`src/rtl/lc3b_types.sv`:
```
// Shared LC-3b types used by the instruction cache: line, tag/index/offset fields
// and the fill-controller state encoding.
package lc3b_types;

  localparam int C_NUM_SETS = 8;
  localparam int C_IDX_W    = $clog2(C_NUM_SETS);
  localparam int C_TAG_W    = 16 - 4 - C_IDX_W;

  typedef logic [127:0]         lc3b_line;
  typedef logic [C_TAG_W-1:0]   lc3b_c_tag;
  typedef logic [C_IDX_W-1:0]   lc3b_c_index;
  typedef logic [2:0]           lc3b_c_offset;
  typedef logic [15:0]          lc3b_word;

  typedef enum logic {
    ST_IDLE = 1'b0,
    ST_FILL = 1'b1
  } icache_state_e;

endpackage

```
`src/rtl/icache_control.sv`:
```
// IDLE/FILL controller for the instruction cache: decodes hit response,
// fill request and the array load strobe from the current state.
module icache_control
  import lc3b_types::*;
(
  input  logic          clk,
  input  logic          rst_n,
  input  logic          i_mem_read,
  input  logic          i_tag_hit,
  input  logic          i_pmem_resp,
  output logic          o_mem_resp,
  output logic          o_pmem_read,
  output logic          o_load_line,
  output icache_state_e o_state
);

  icache_state_e r_state;

  always_ff @(posedge clk) begin
    if (!rst_n) begin
      r_state <= ST_IDLE;
    end else begin
      case (r_state)
        ST_IDLE: if (i_mem_read && !i_tag_hit) r_state <= ST_FILL;
        ST_FILL: if (i_pmem_resp)              r_state <= ST_IDLE;
        default:                               r_state <= ST_IDLE;
      endcase
    end
  end

  // Hits answer in the same cycle; a reset edge abandons any fill in flight.
  assign o_mem_resp  = rst_n && (r_state == ST_IDLE) && i_mem_read && i_tag_hit;
  assign o_pmem_read = (r_state == ST_FILL);
  assign o_load_line = rst_n && (r_state == ST_FILL) && i_pmem_resp;
  assign o_state     = r_state;

endmodule

```
`src/rtl/icache_responder.sv`:
```
// Read-only direct-mapped instruction cache: zero-latency hits, single-line
// fills from physical memory on a miss.
module icache_responder
  import lc3b_types::*;
#(
  parameter int NUM_SETS  = 8,
  parameter int LINE_BITS = 128
) (
  input  logic                 clk,
  input  logic                 rst_n,
  input  logic [15:0]          mem_address,
  input  logic                 mem_read,
  output logic [15:0]          mem_rdata,
  output logic                 mem_resp,
  output logic [15:0]          pmem_address,
  output logic                 pmem_read,
  input  logic [LINE_BITS-1:0] pmem_rdata,
  input  logic                 pmem_resp
);

  localparam int IDX_W = $clog2(NUM_SETS);
  localparam int TAG_W = 12 - IDX_W;

  logic [LINE_BITS-1:0] r_data [NUM_SETS];
  logic [TAG_W-1:0]     r_tag  [NUM_SETS];
  logic [NUM_SETS-1:0]  r_valid;
  logic [15:0]          r_fill_addr;

  logic [TAG_W-1:0]     w_tag;
  logic [IDX_W-1:0]     w_idx;
  lc3b_c_offset         w_word;
  logic [TAG_W-1:0]     w_cap_tag;
  logic [IDX_W-1:0]     w_cap_idx;
  logic                 w_tag_hit;
  logic                 w_mem_resp;
  logic                 w_load;
  icache_state_e        w_state;
  logic                 w_unused_addr0;

  assign w_tag          = mem_address[15:4+IDX_W];
  assign w_idx          = mem_address[3+IDX_W:4];
  assign w_word         = mem_address[3:1];
  assign w_unused_addr0 = mem_address[0];
  assign w_cap_tag      = r_fill_addr[15:4+IDX_W];
  assign w_cap_idx      = r_fill_addr[3+IDX_W:4];

  assign w_tag_hit = r_valid[w_idx] && (r_tag[w_idx] == w_tag);

  icache_control u_control (
    .clk         (clk),
    .rst_n       (rst_n),
    .i_mem_read  (mem_read),
    .i_tag_hit   (w_tag_hit),
    .i_pmem_resp (pmem_resp),
    .o_mem_resp  (w_mem_resp),
    .o_pmem_read (pmem_read),
    .o_load_line (w_load),
    .o_state     (w_state)
  );

  // The fill address is latched once on the miss so a changing PC cannot disturb the fill.
  always_ff @(posedge clk) begin
    if (!rst_n) begin
      r_fill_addr <= 16'h0000;
    end else if ((w_state == ST_IDLE) && mem_read && !w_tag_hit) begin
      r_fill_addr <= {mem_address[15:4], 4'b0000};
    end
  end

  always_ff @(posedge clk) begin
    if (!rst_n) begin
      r_valid <= '0;
    end else if (w_load) begin
      r_valid[w_cap_idx] <= 1'b1;
    end
  end

  // Tag and data storage carry no reset; the valid bits guard them.
  always_ff @(posedge clk) begin
    if (w_load) begin
      r_data[w_cap_idx] <= pmem_rdata;
      r_tag[w_cap_idx]  <= w_cap_tag;
    end
  end

  assign mem_resp     = w_mem_resp;
  assign mem_rdata    = w_mem_resp ? r_data[w_idx][16*w_word +: 16] : 16'h0000;
  assign pmem_address = r_fill_addr;

endmodule

```
`config.mk`:
```
export PLATFORM = sky130hd
export DESIGN_NAME = icache_responder
export DESIGN_NICKNAME = d
export VERILOG_FILES = /design/src/rtl/lc3b_types.sv /design/src/rtl/icache_control.sv /design/src/rtl/icache_responder.sv
export SDC_FILE = /design/constraint.sdc
export NUM_CORES = 1
export LEC_CHECK = 0
export CORE_ASPECT_RATIO = 1.1
export CORE_UTILIZATION = 30
export DETAILED_ROUTE_END_ITERATION = 12
export GPL_TIMING_DRIVEN = 0
export HOLD_SLACK_MARGIN = 0.1
export PLACE_DENSITY = 0.5
export REMOVE_ABC_BUFFERS = 1
export SYNTH_ARGS = -nofsm -noshare
export SYNTH_HDL_FRONTEND = slang
export SYNTH_SLANG_ARGS = --single-unit
export TNS_END_PERCENT = 100
```
`constraint.sdc`:
```
create_clock -name clk -period 17.9 [get_ports clk]
set_input_delay 3.58 -clock clk [delete_from_list [all_inputs] [get_ports clk]]
set_output_delay 3.58 -clock clk [all_outputs]
set_load 0.005 [all_outputs]
```
==> impl.org <==
** Timing
- Crit path setup slack, layout :: 5.112 ns
- Total count of hold-check failures in the final report :: 0
- Worst-case headroom to the max-slew limit :: 18.45%
- Timing would allow up to 0.07820 GHz.
- Clock skew on the completed layout was measured at 0.02559 ns.
- Tightest Pin Transition :: 1.220 ns
- The worst path in the final design needs a cycle of 12.79 ns, including I/O delays and setup.
- Hold timing on the final database bottoms out at a slack of 0.4614 ns.
- The max-slew violation count was 0.
- Setup violations remaining at the end of the flow were counted as 0.
- Unrepaired setup endpoints after global routing :: no
- Period Utilization, post-route :: 71.44%

** Global routing
- Number of global-route vias before repair :: 20733
- Entering global routing, the biggest net connects 91 pins.
- Global Route Usage Sum :: 13.87%
- Residual overflow from global routing :: 0
- The number of antenna violations at the first check in global routing is 21.
- First-pass GRT wire length :: 144.6 mm

** Hold path
- Class of the tightest hold or removal check :: reg2reg

** Yosys
- The synthesized netlist occupies a cell area of 42740 sq um.
- Synth Register Bits :: 1117
- Yosys mapped a number of flops with a built-in enable equal to 1096.
- Synthesized instance count :: 1721
- Among all flip-flop cells after synthesis, the most frequent one is sky130_fd_sc_hd__edfxtp_1.
- Share of synthesized registers carrying an async set or reset :: 0%
- Of the synthesized area, sequential elements account for 77.99%.
- Mean instance size in the synthesized netlist :: 24.83 sq um
- Number of warning messages in the yosys log :: 0
- After synthesis, the netlist uses 30 different library cells.

** Flow run
- Maxcap violations :: 0

** Detailed routing
- DRC Markers :: 0
- The first detailed-routing pass took 4 iterations.
- After detailed routing, the number of vias per cell comes to 4.722.
- For this block, the via count after detailed routing is 18959.
- The count of nets left with antenna violations once routing finished came out at 0.
- Aggregate routed wire length :: 98.92 mm
- Detail-routed net length per standard cell :: 24.64 microns
- The detailed router finished its first iteration with 1241 violations.

** Floorplan
- The floorplan step set the die height to 397.9 microns.
- 182 I/O pins were placed.
- Core area :: 140700 sq um
- Effective utilization at floorplan :: 30.37%
- Rows :: 144
- The floorplan step set the die width to 361.9 microns.
- Full die area :: 144000 sq um

** Pwr
- Power after layout :: 5.415 mW
- The worst-case IR drop observed on VDD is 74.01 uV.
- For this design the ratio of total power to cell area is 104.8 nW/um^2.
- Net switching fraction of the power :: 20.74%
- Of the total power, registers draw 53.7%.
- In this run the static leakage power is 15.89 nW.
- Clk network pwr share :: 41.3%
- Sw power :: 1.123 mW
- Internal Dissipation :: 4.292 mW
- Of the total power, combinational logic draws 5.1%.

** Worst setup path
- Data on the critical path is required at its endpoint by 14.32 ns.
- Startpoint class of the critical path :: input pin
- Type of the worst setup path :: in2out
- Data arrives at the worst endpoint at 9.21 ns.
- Sort of element at the end of the critical path :: output port
- Highest fanout seen on the critical path :: 62

** Place
- The HPWL after detailed placement is 61.74 mm.
- Timing analysis after detailed placement gives a worst setup slack of 4.896 ns.
- During placement, the flow inserted port buffers numbering 176.
- Cell area after placement :: 48120 sq um
- RePlAce Congestion :: 0.6632

** Clock network
- For this design, the sink count on the clock tree is 1117.
- Clock latency reported for the late side of the worst-skew pair :: 0.72 ns
- Post-cts gate resize count :: 0
- The number of clock buffers added by TritonCTS is 116.
- After clock tree synthesis, the flow added hold-fix buffers numbering 0.
- Clock tree from TritonCTS :: built
- CTS built an H-tree with a depth of 3.
- The root buffer cell chosen for the clock tree is sky130_fd_sc_hd__clkbuf_16.
- Largest buffer count on any clock path :: 3
- After clock tree synthesis, the setup repair step added 0 buffers.
- Clock-pin transition on the worst setup and hold timing paths :: 0.06 ns

** Run status
- The flow ran to the end, and the final reports show no timing, DRC or antenna violations.

** Layout
- Design Area, Final :: 51650 sq um
- Fraction of final layout cells sized beyond drive strength 1 :: 29.29%
- Fill cells in the final layout number 12655.
- Area growth syn-to-layout :: 20.84%
- NumNets Final :: 2164
## kinds of logic (layout without fill, tap and decap cells)
| logic type | after synthesis | count (layout) | share of synthesized area (%) |
|---|---|---|---|
| other | 1 | 8 | 0.008774 |
| AND/OR/NAND/NOR | 74 | 74 | 0.9016 |
| flip-flops | 1117 | 1117 | 77.99 |
| multiplexers | 375 | 375 | 19.06 |
| buffers and inverters | 99 | 488 | 1.156 |
| AO/OA/AOI/OAI | 46 | 46 | 0.7026 |
| XOR/XNOR | 9 | 9 | 0.1844 |
## metal layers
layer  share of wire (%)  GRT usage (%)  vias to the layer above
met5                0.16              0                        -
met4                 2.1          4.381                       24
met3                 5.2          2.845                      162
met2                  51          23.66                      427
met1                  42          17.68                    10259
li1                    -              -                     8087
## cells in the mapped netlist, types with 9 or more instances
master | n | area, sq um
sky130_fd_sc_hd__dfxtp_1 | 21 | 420.4
sky130_fd_sc_hd__nor2_1 | 18 | 67.56
sky130_fd_sc_hd__edfxtp_1 | 1096 | 32910
sky130_fd_sc_hd__buf_2 | 26 | 130.1
sky130_fd_sc_hd__buf_4 | 10 | 75.07
sky130_fd_sc_hd__xor2_1 | 9 | 78.83
sky130_fd_sc_hd__nand2_1 | 15 | 56.30
sky130_fd_sc_hd__clkbuf_1 | 40 | 150.1
sky130_fd_sc_hd__and3_1 | 12 | 75.07
sky130_fd_sc_hd__mux4_2 | 351 | 7905
sky130_fd_sc_hd__nor2b_1 | 17 | 106.4
sky130_fd_sc_hd__a21oi_1 | 12 | 60.06
sky130_fd_sc_hd__mux2i_1 | 24 | 240.2
sky130_fd_sc_hd__buf_1 | 15 | 56.30
sky130_fd_sc_hd__o21ai_0 | 12 | 60.06
sky130_fd_sc_hd__o311ai_1 | 12 | 105.1
## power by group through the flow
| stage | Sequential, mW | Combinational, mW | Clock (mW) |
|---|---|---|---|
| after detailed placement | 2.96 | 0.282 | 0 |
| after global routing | 2.91 | 0.297 | 2.40 |
| after floorplan | 2.96 | 0.119 | 0 |
| after CTS | 2.91 | 0.283 | 2.31 |
| after global placement | 2.97 | 0.404 | 0 |
| final | 2.91 | 0.275 | 2.23 |
## sequential cells by signal, summed over array words and instances, names as in the netlist
signal	count
pmem_address	12
r_data	1024
r_tag	72
r_valid	8
u_control.o_pmem_read	1
## per-stage QoR
step | TNS, ns | util, % | cells
3_5_place_dp | 0 | 34.19 | 3796
5_1_grt | 0 | 36.70 | 4013
4_1_cts | 0 | 36.70 | 4011
6_report | 0 | 36.70 | 4015
3_3_place_gp | -4682.70 | 32.97 | 3700
2_1_floorplan | 0 | - | 1626
## path summary, 6_finish.rpt
path | start | to | slack (ns) | cells past startpoint
setup / recovery | mem_address[4] | mem_rdata[6] | 5.11 | 12
setup reg to reg | u_control.o_pmem_read | r_data[1][59] | 14.94 | 8
hold reg to reg | r_valid[6] | r_valid[6] | 0.46 | 1
hold / removal | r_valid[6] | r_valid[6] | 0.46 | 1
## critical path: stages
cell and delay [ns]:
sky130_fd_sc_hd__buf_8 0.38, sky130_fd_sc_hd__buf_16 0.39, sky130_fd_sc_hd__buf_16 0.40, sky130_fd_sc_hd__buf_16 0.43, sky130_fd_sc_hd__mux4_2 0.56, sky130_fd_sc_hd__mux2i_1 0.19
sky130_fd_sc_hd__xor2_1 0.18, sky130_fd_sc_hd__o2111ai_1 0.55, sky130_fd_sc_hd__or4_2 1.13, sky130_fd_sc_hd__buf_12 0.28, sky130_fd_sc_hd__nor2b_1 0.27, sky130_fd_sc_hd__clkdlybuf4s50_1 0.56
## cell usage in the layout, fill, tap and decap left out, types with 2 or more instances in the layout
master                               n
sky130_fd_sc_hd__clkinv_8            3
sky130_fd_sc_hd__clkdlybuf4s50_1   170
sky130_fd_sc_hd__and3_1             12
sky130_fd_sc_hd__clkinv_1           40
sky130_fd_sc_hd__mux4_2            351
sky130_fd_sc_hd__nor2b_1            16
sky130_fd_sc_hd__nor3_2              2
sky130_fd_sc_hd__clkbuf_1           21
sky130_fd_sc_hd__bufinv_16           5
sky130_fd_sc_hd__mux2i_1            24
sky130_fd_sc_hd__nor2_1             12
sky130_fd_sc_hd__conb_1              4
sky130_fd_sc_hd__buf_8               5
sky130_fd_sc_hd__diode_2             4
sky130_fd_sc_hd__dfxtp_1            21
sky130_fd_sc_hd__buf_12             40
sky130_fd_sc_hd__o21ai_0            12
sky130_fd_sc_hd__clkinvlp_4          2
sky130_fd_sc_hd__nand2b_1            3
sky130_fd_sc_hd__inv_6               3
sky130_fd_sc_hd__nor2_4              6
sky130_fd_sc_hd__clkinv_2           19
sky130_fd_sc_hd__buf_16             14
sky130_fd_sc_hd__buf_2               2
sky130_fd_sc_hd__o311ai_1           12
sky130_fd_sc_hd__o21a_1              8
sky130_fd_sc_hd__nand2_1            15
sky130_fd_sc_hd__clkbuf_16         116
sky130_fd_sc_hd__a21oi_1            12
sky130_fd_sc_hd__buf_6              38
sky130_fd_sc_hd__xor2_1              9
sky130_fd_sc_hd__buf_4               3
sky130_fd_sc_hd__edfxtp_1         1096
sky130_fd_sc_hd__clkinv_4            6
## layout make-up
cell class / count / area, sq um / share of cell area, %
Antenna cell: 4 / 10.01 / 0.01938
Timing Repair Buffer: 272 / 3423 / 6.628
Sequential cell: 1117 / 33330 / 64.54
Inverter: 1 / 3.754 / 0.007268
Tap cell: 1898 / 2375 / 4.598
Clock buffer: 137 / 2982 / 5.773
Multi-Input combinational cell: 508 / 8984 / 17.39
Clock inverter: 78 / 538.0 / 1.042
No activity file was read; power rests on OpenSTA's default activity.
==> RTL change, RTL diff (same flow settings) <==
Reset style: asynchronous (`rst_n`), changed in 3 clocked blocks.
--- a/src/rtl/icache_control.sv
+++ b/src/rtl/icache_control.sv
@@ -16,7 +16,7 @@
 
   icache_state_e r_state;
 
-  always_ff @(posedge clk) begin
+  always_ff @(posedge clk or negedge rst_n) begin
     if (!rst_n) begin
       r_state <= ST_IDLE;
     end else begin
--- a/src/rtl/icache_responder.sv
+++ b/src/rtl/icache_responder.sv
@@ -59,7 +59,7 @@
   );
 
   // The fill address is latched once on the miss so a changing PC cannot disturb the fill.
-  always_ff @(posedge clk) begin
+  always_ff @(posedge clk or negedge rst_n) begin
     if (!rst_n) begin
       r_fill_addr <= 16'h0000;
     end else if ((w_state == ST_IDLE) && mem_read && !w_tag_hit) begin
@@ -67,7 +67,7 @@
     end
   end
 
-  always_ff @(posedge clk) begin
+  always_ff @(posedge clk or negedge rst_n) begin
     if (!rst_n) begin
       r_valid <= '0;
     end else if (w_load) begin
Formal check against the unedited RTL: not equivalent (a bounded check fails within 4 cycles, from zero or initial values and one cycle with rst_n low; the reset may be asserted at any time).
==> RTL change against the unedited design <==
Synthesized area is 0.27% lower. Combinational power is 24% higher. Highest routed layer unchanged. Cell area is 0.39% lower. Power is 3.3% higher. Sequential power is 2% higher. Worst setup slack better by 0.56 ns. Routed wire length is 1.0% lower. Sequential cell count stayed put. Critical path depth is 1 lower.
==> RTL change: results (changes against the unedited design) <==
Outcome
  – Status: finished, final reports clean

CTS
  – Skew-Pair Late Insertion Delay: 0.69 ns (-0.03 ns)

Layout
  – Fraction of area in multi-input gates: 16.9% (-0.45 points)
  – Nets: 2,109 (-2.5%)
  – Share of post-route cells with drive strength above 1: 30.5% (+1.2 points)
  – Clk cell area share: 7.00% (+0.18 points)
  – Bufs w/o clock: 270 (-0.74%)
  – NonClk Buf Share: 6.60% (-0.027 points)
  – # fillers: 12.7k (+0.23%)

Place
  – RePlAce Congestion: 0.653 (-1.6%)
  – Hpwl dp: 61,500 um (-0.39%)
  – Placed cell count: 3,667 (-3.4%)

Setup path
  – R2R Setup Slk: 14.80 ns (-0.14 ns)
  – FF-to-FF End: pmem_address[5]
  – CP top delay family: simple AND/OR/NAND/NOR gates
  – Slowest stage cell, crit path: nand3_4
  – Launching point of the worst reg2reg path: r_tag[5][4]

Power
  – P_clk: 0.00228 W (+2%)
  – P_seq: 0.00298 W (+2%)
  – Comb. pwr: 0.000342 W (+24%)

Detailed routing
  – DRT iter0 DRCs: 1,535 (+24%)

Synth
  – Post-Syn Area per Cell: 25.7 um2 (+3.6%)
  – Yosys cell types: 32 (+6.7%)
  – Synth top cells by count: edfxtp_1, mux4_2, buf_2, dfrtp_1, nor2b_1
  – FFs w/ async S/R, synth: 1.88% (+1.9 points)
  – Seq/Total Area, Yosys: 78.4% (+0.46 points)

Global routing
  – First-pass GRT wire length: 143,000 um (-1.1%)

STA
  – Peak Freq: 81.8 MHz (+4.6%)
  – Fin Clk Skew: 0.0170 ns (-0.00859 ns)
RTL change: stage by stage:
step           hold slack, ns  utilization (%)  area [um2]
5_1_grt                 0.477             36.6       51400
3_5_place_dp            0.448             34.0       47800
4_1_cts                 0.462             36.6       51400
6_report                0.461             36.6       51400
3_3_place_gp            0.446             32.8       46100
2_1_floorplan           0.434                -       42100
RTL change: cells by family (layout without fill, tap and decap cells):
group                  after synthesis  count (layout)  share of synthesized area [%]
AO/OA/AOI/OAI                       12              12                          0.194
AND/OR/NAND/NOR                     50              50                          0.675
XOR/XNOR                             6               6                          0.123
other                                1               6                        0.00880
buffers and inverters               89             485                           1.29
multiplexers                       381             381                           19.3
flip-flops                        1117            1117                           78.4
RTL change: per-layer routing:
metal / share of wire, % / vias up / wire, um / global-route usage, %
li1: - / 7878 / - / -
met1: 43 / 10100 / 42200 / 18.2
met2: 50 / 412 / 48900 / 23.1
met3: 4.8 / 148 / 4720 / 2.96
met4: 2.1 / 22 / 2010 / 3.28
met5: 0.13 / - / 130 / 0
